<file path="src/rtl/time_pkg.sv">
// Shared types and constants for the clock time-setting block: FSM states,
// BCD digit type, field widths, digit limits and binary/BCD helpers.
package time_pkg;

   typedef enum logic [2:0] {
      ST_IDLE,
      ST_EDIT_HT,
      ST_EDIT_HU,
      ST_EDIT_MT,
      ST_EDIT_MU,
      ST_COMMIT
   } state_t;

   typedef logic [3:0] bcd_t;

   localparam int HOUR_W = 5;
   localparam int MIN_W  = 6;

   localparam bcd_t HT_MAX    = 4'd2;
   localparam bcd_t HU_MAX    = 4'd9;
   localparam bcd_t HU_MAX_20 = 4'd3;   // units limit once the hour is 20..23
   localparam bcd_t MT_MAX    = 4'd5;
   localparam bcd_t MU_MAX    = 4'd9;

   // Two-digit binary (0..99) to {tens, units} BCD
   function automatic logic [7:0] bin_to_bcd(input logic [6:0] v);
      bcd_t t;
      bcd_t u;
      t = 4'd0;
      for (int i = 1; i <= 9; i++) begin
         if (v >= 7'(i * 10)) t = 4'(i);
      end
      u = 4'(v - 7'(t) * 7'd10);
      return {t, u};
   endfunction

   function automatic logic [6:0] bcd_to_bin(input bcd_t t, input bcd_t u);
      return 7'(t) * 7'd10 + 7'(u);
   endfunction

endpackage

</file>
<file path="src/rtl/btn_edge.sv">
// Registered rising-edge detector for one debounced, synchronised button level.
module btn_edge (
   input  logic clk,
   input  logic rst_n,
   input  logic btn,
   output logic rise
);

   logic btn_q;

   // btn_q clears on reset so a button held through reset release yields an edge
   always_ff @(posedge clk or negedge rst_n) begin
      if (!rst_n) btn_q <= 1'b0;
      else        btn_q <= btn;
   end

   assign rise = btn & ~btn_q;

endmodule

</file>
<file path="src/rtl/time_set.sv">
// Hours/minutes editor driven by mode/next/inc buttons with inactivity timeout.
// Optional digit blinking is built when TIME_SET_BLINK_EN is defined.
module time_set import time_pkg::*; #(
   parameter int INIT_TIMEOUT_S = 30
) (
   input  logic              clk,
   input  logic              rst_n,
   input  logic              tick_1hz,
   input  logic              tick_2hz,
   input  logic              btn_mode,
   input  logic              btn_next,
   input  logic              btn_inc,
   input  logic [HOUR_W-1:0] cur_hour,
   input  logic [MIN_W-1:0]  cur_min,
   output logic              edit_active,
   output logic [1:0]        sel,
   output logic [3:0]        Ht,
   output logic [3:0]        Hu,
   output logic [3:0]        Mt,
   output logic [3:0]        Mu,
   output logic              load,
   output logic [HOUR_W-1:0] load_hour,
   output logic [MIN_W-1:0]  load_min,
   output logic [3:0]        blink_mask
);

   localparam int TO_W = (INIT_TIMEOUT_S > 1) ? $clog2(INIT_TIMEOUT_S) : 1;
   localparam logic [TO_W-1:0] TO_LAST = TO_W'(INIT_TIMEOUT_S - 1);

   state_t            state_reg;
   bcd_t              ht_reg, hu_reg, mt_reg, mu_reg;
   logic              load_reg;
   logic [HOUR_W-1:0] load_hour_reg;
   logic [MIN_W-1:0]  load_min_reg;
   logic [TO_W-1:0]   timeout_reg;
   logic              mode_e, next_e, inc_e;
   logic [7:0]        cur_hour_bcd, cur_min_bcd;
   bcd_t              hu_lim;

   btn_edge u_mode (.clk(clk), .rst_n(rst_n), .btn(btn_mode), .rise(mode_e));
   btn_edge u_next (.clk(clk), .rst_n(rst_n), .btn(btn_next), .rise(next_e));
   btn_edge u_inc  (.clk(clk), .rst_n(rst_n), .btn(btn_inc),  .rise(inc_e));

   assign cur_hour_bcd = bin_to_bcd(7'(cur_hour));
   assign cur_min_bcd  = bin_to_bcd(7'(cur_min));
   assign hu_lim       = (ht_reg == HT_MAX) ? HU_MAX_20 : HU_MAX;

   // Priority within edit states: mode, then next, then inc, then timeout tick
   always_ff @(posedge clk or negedge rst_n) begin
      if (!rst_n) begin
         state_reg     <= ST_IDLE;
         ht_reg        <= 4'd0;
         hu_reg        <= 4'd0;
         mt_reg        <= 4'd0;
         mu_reg        <= 4'd0;
         load_reg      <= 1'b0;
         load_hour_reg <= '0;
         load_min_reg  <= '0;
         timeout_reg   <= '0;
      end else begin
         load_reg <= 1'b0;
         case (state_reg)
            ST_IDLE: begin
               timeout_reg <= '0;
               if (mode_e) begin
                  {ht_reg, hu_reg} <= cur_hour_bcd;
                  {mt_reg, mu_reg} <= cur_min_bcd;
                  state_reg        <= ST_EDIT_HT;
               end
            end
            ST_COMMIT: begin
               timeout_reg <= '0;
               state_reg   <= ST_IDLE;
            end
            default: begin
               if (mode_e) begin
                  timeout_reg   <= '0;
                  state_reg     <= ST_COMMIT;
                  load_reg      <= 1'b1;
                  load_hour_reg <= HOUR_W'(bcd_to_bin(ht_reg, hu_reg));
                  load_min_reg  <= MIN_W'(bcd_to_bin(mt_reg, mu_reg));
               end else if (next_e) begin
                  timeout_reg <= '0;
                  case (state_reg)
                     ST_EDIT_HT: state_reg <= ST_EDIT_HU;
                     ST_EDIT_HU: state_reg <= ST_EDIT_MT;
                     ST_EDIT_MT: state_reg <= ST_EDIT_MU;
                     default:    state_reg <= ST_EDIT_HT;
                  endcase
               end else if (inc_e) begin
                  timeout_reg <= '0;
                  case (state_reg)
                     ST_EDIT_HT: begin
                        if (ht_reg >= HT_MAX) begin
                           ht_reg <= 4'd0;
                        end else begin
                           ht_reg <= ht_reg + 4'd1;
                           if (ht_reg == HT_MAX - 4'd1 && hu_reg > HU_MAX_20) hu_reg <= HU_MAX_20;
                        end
                     end
                     ST_EDIT_HU: hu_reg <= (hu_reg >= hu_lim) ? 4'd0 : hu_reg + 4'd1;
                     ST_EDIT_MT: mt_reg <= (mt_reg >= MT_MAX) ? 4'd0 : mt_reg + 4'd1;
                     default:    mu_reg <= (mu_reg >= MU_MAX) ? 4'd0 : mu_reg + 4'd1;
                  endcase
               end else if (tick_1hz) begin
                  if (timeout_reg == TO_LAST) begin
                     timeout_reg <= '0;
                     state_reg   <= ST_IDLE;
                  end else begin
                     timeout_reg <= timeout_reg + 1'b1;
                  end
               end
            end
         endcase
      end
   end

   always_comb begin
      sel         = 2'd0;
      edit_active = 1'b1;
      case (state_reg)
         ST_EDIT_HT: sel = 2'd0;
         ST_EDIT_HU: sel = 2'd1;
         ST_EDIT_MT: sel = 2'd2;
         ST_EDIT_MU: sel = 2'd3;
         default:    edit_active = 1'b0;
      endcase
   end

   // While idle the display follows the live time rather than stale edit digits
   assign Ht = (state_reg == ST_IDLE) ? cur_hour_bcd[7:4] : ht_reg;
   assign Hu = (state_reg == ST_IDLE) ? cur_hour_bcd[3:0] : hu_reg;
   assign Mt = (state_reg == ST_IDLE) ? cur_min_bcd[7:4]  : mt_reg;
   assign Mu = (state_reg == ST_IDLE) ? cur_min_bcd[3:0]  : mu_reg;

   assign load      = load_reg;
   assign load_hour = load_hour_reg;
   assign load_min  = load_min_reg;

`ifdef TIME_SET_BLINK_EN
   logic phase_reg;

   // Phase restarts at 0 on every edit session so the digit is visible first
   always_ff @(posedge clk or negedge rst_n) begin
      if (!rst_n)            phase_reg <= 1'b0;
      else if (!edit_active) phase_reg <= 1'b0;
      else if (tick_2hz)     phase_reg <= ~phase_reg;
   end

   assign blink_mask = phase_reg ? (4'b0001 << sel) : 4'b0000;
`else
   logic unused_tick_2hz;
   assign unused_tick_2hz = tick_2hz;
   assign blink_mask      = 4'b0000;
`endif

endmodule

</file>
<file path="config.mk">
export PLATFORM = sky130hd
export DESIGN_NAME = time_set
export DESIGN_NICKNAME = d
export VERILOG_FILES = /design/src/rtl/time_pkg.sv /design/src/rtl/btn_edge.sv /design/src/rtl/time_set.sv
export SDC_FILE = /design/constraint.sdc
export NUM_CORES = 1
export LEC_CHECK = 0
export CORE_MARGIN = 5
export CORE_UTILIZATION = 58
export DETAILED_ROUTE_END_ITERATION = 7
export GPL_TIMING_DRIVEN = 0
export PLACE_DENSITY = 0.89
export SLEW_MARGIN = 10
export SYNTH_ARGS = -nofsm -noshare
export SYNTH_HDL_FRONTEND = slang
export SYNTH_HIERARCHICAL = 1
export SYNTH_SLANG_ARGS = --single-unit
export TNS_END_PERCENT = 10
</file>
<file path="constraint.sdc">
create_clock -name clk -period 2.8 [get_ports clk]
set_input_delay 0.28 -clock clk [delete_from_list [all_inputs] [get_ports clk]]
set_output_delay 0.28 -clock clk [all_outputs]
set_load 0.005 [all_outputs]
</file>
==> out/results.ini <==
[outcome]
outcome=complete, no violations

[logic_synthesis]
synth_top_area_cell=dfrtp_1
synth_edf_count=0
synth.distinct_cells=69
post-synth-top-count-cell=nand2_1
ys_top_cells_by_area=dfrtp_1 32%, ha_1 11%, nand2_1 5.6%
ys_seq_area_share_pct=31.5
synthesis.area_mm2=0.00310
synthCells=341
synth_ff_type=dfrtp_1
ys_warn_count=6
yosys-top-cells-count=46 x nand2_1, 39 x dfrtp_1, 29 x inv_1
syn_avg_cell_area_um2=9.08
synthArstFlopShare_pct=100
synth_top_area_share_pct=31.5
synth.ff_latch_count=39

[power_and_ir_drop]
peakVddDrop_mv=0.591
power_mw=3.69
p_leak_nw=1.81
p_per_area_mw_per_mm2=958

[placement]
dp.final_hpwl_um=5650
io_buffer_count=46
dp.cells=461
place_congestion=0.883

[setup_path]
reg2reg_depth=8
crit_path_start_kind=input pin
crit_fanout=3
worst_setup_path_end_kind=primary output
critical_path_class=in -> out
cp.arrival_ns=2.44
cp.required_ns=2.52

[floorplanning]
ioPinCount=53
placementRows=26
fp.dieW_um=83.1
initial_utilization_pct=60.2
dieArea_mm2=0.00690
die_h_um=83.1
core_area_mm2=0.00514

[global_routing]
grt_pass1_vias=2821
grtUsageTotal_pct=22.9
grt_max_degree=23
grt_overflow_total=0
grt_pass1_wl_um=13100
antenna_found_initial=0

[clock_network]
cts.sinks=39
clock_path_buffers=2
clk_pin_slew_ns=0.08
clk_latency_ns=0.30
cts-root-buf=clkbuf_8
cts_tree=built
numCtsBuffers=5
cts_max_level=2

[timing]
fmaxAchievable_mhz=368
period_share_pct=97.0
worst_slew_pin_slew_ns=0.625
rsz0062_at_grt=true
max-slew-margin-rel_pct=58.0
final_hold_viol_count=0
setup_violations=0
slew_violations=0
period_minus_slack_ns=2.72
skew_ns=0.00626

[routing]
routed_wl_um=7400
viasPerCell=5.75
route.detailed.drc=0
drt-pass1-iter-count=4
drt-initial-drc-count=168
wire_per_inst_um=15.5
antenna_left=0
num_vias=2752

[layout]
fin_nets=456
diodes=0
area_growth_pct=24.3
instances_no_fill=479
fill_cells=402
register_area_um2=976
largest_reg_flops=6
multiInputGateArea_mm2=0.00193
drive_gt1_share_pct=15.6

[min_path]
hold_path.class=in -> async

[flow_run]
drv_cap=0

[path summary, 6_finish.rpt]
check	start	endpoint	slack, ns
hold reg to reg	load_min[4]	load_min[4]	0.49
setup / recovery	cur_hour[4]	Hu[2]	0.08
setup reg to reg	ht_reg[0]	hu_reg[3]	0.58
max in group asynchronous	rst_n	mu_reg[2]	1.88
min in group clk	btn_next	u_next/btn_q	0.46
hold / removal	rst_n	timeout_reg[0]	0.46
[cell usage in the layout (no fill, tap or decap), types with 3 or more instances in the layout]
master / n
a31oi_1: 5
nor2b_4: 4
a21o_1: 6
xor2_1: 7
nor2b_1: 7
a21oi_1: 12
o21a_1: 3
fa_1: 3
buf_2: 9
o211ai_1: 4
clkbuf_1: 3
nand2b_1: 3
inv_1: 29
nand2_1: 46
xnor2_1: 7
nor2_1: 21
o21ai_0: 19
nand3_1: 6
o2bb2ai_1: 3
conb_1: 4
dlygate4sd2_1: 6
nor3b_1: 3
ha_1: 26
clkbuf_8: 5
o21ai_1: 15
mux2_1: 3
buf_4: 14
dfrtp_1: 39
clkdlybuf4s50_1: 35
[logic make-up (layout without fill, tap and decap cells)]
logic type	Yosys count	in the layout	share of synthesized area, %
multiplexers	5	5	2.06
flip-flops	39	39	31.5
other	1	4	0.121
AND/OR/NAND/NOR	112	112	20.4
XOR/XNOR	15	15	4.49
adder cells (fa/ha/maj)	33	33	14.1
buffers and inverters	45	110	6.79
AO/OA/AOI/OAI	91	91	20.5
[power by group]
group	total, mW	switching (mW)	internal (mW)	leakage (nW)
Combinational	2.29	1.16	1.12	1.27
Clock	0.381	0.207	0.174	0.0412
Sequential	1.02	0.258	0.760	0.494
[critical path, cell delays in order]
cell and delay (ns):
clkdlybuf4s50_1 0.47, inv_1 0.07, maj3_1 0.36, a21oi_2 0.15
inv_1 0.05, ha_1 0.17, inv_1 0.06, fa_1 0.42
nand2_1 0.07, o21ai_0 0.08, dlygate4sd2_1 0.27
[area by class of cell]
| cell class | instances | area share [%] |
|---|---|---|
| tap | 70 | 2.28 |
| buffer | 16 | 2.67 |
| timing repair buffer | 57 | 14.4 |
| clock buffer | 6 | 1.89 |
| sequential | 39 | 25.4 |
| clock inverter | 2 | 0.325 |
| multi-input combinational | 260 | 50.2 |
| inverter | 29 | 2.83 |
[through the flow]
| step | worst slack (ns) | utilization (%) | cell area [um2] | setup TNS (ns) | hold WS [ns] |
|---|---|---|---|---|---|
| 4_1_cts | -0.0201 | 74.7 | 3840 | -0.0201 | 0.457 |
| 2_1_floorplan | 0.704 | - | 3110 | 0 | -0.0156 |
| 5_1_grt | -0.0638 | 74.9 | 3850 | -0.0638 | 0.463 |
| 6_report | 0.0828 | 74.9 | 3850 | 0 | 0.457 |
| 3_3_place_gp | -0.519 | 71.1 | 3650 | -1.35 | 0.463 |
| 3_5_place_dp | -0.573 | 71.5 | 3680 | -1.67 | 0.259 |
[per-layer routing]
metal | part of all wire (%) | up-vias | track usage, % | routed length (um)
met5 | 0 | - | 0 | 0
met1 | 42 | 1326 | 27.9 | 3110
li1 | - | 1325 | - | -
met3 | 5.0 | 14 | 4.95 | 373
met2 | 51 | 87 | 39.7 | 3750
met4 | 2.4 | 0 | 8.02 | 175
[what timing repair did]
item,CTS,global route
buffers inserted,8,1
pin swaps,1,1
hold buffers,1,0
hold endpoints to repair,17,0
endpoints found under the setup margin,5,7
resized for setup,15,7
No activity file was read; power rests on OpenSTA's default activity.
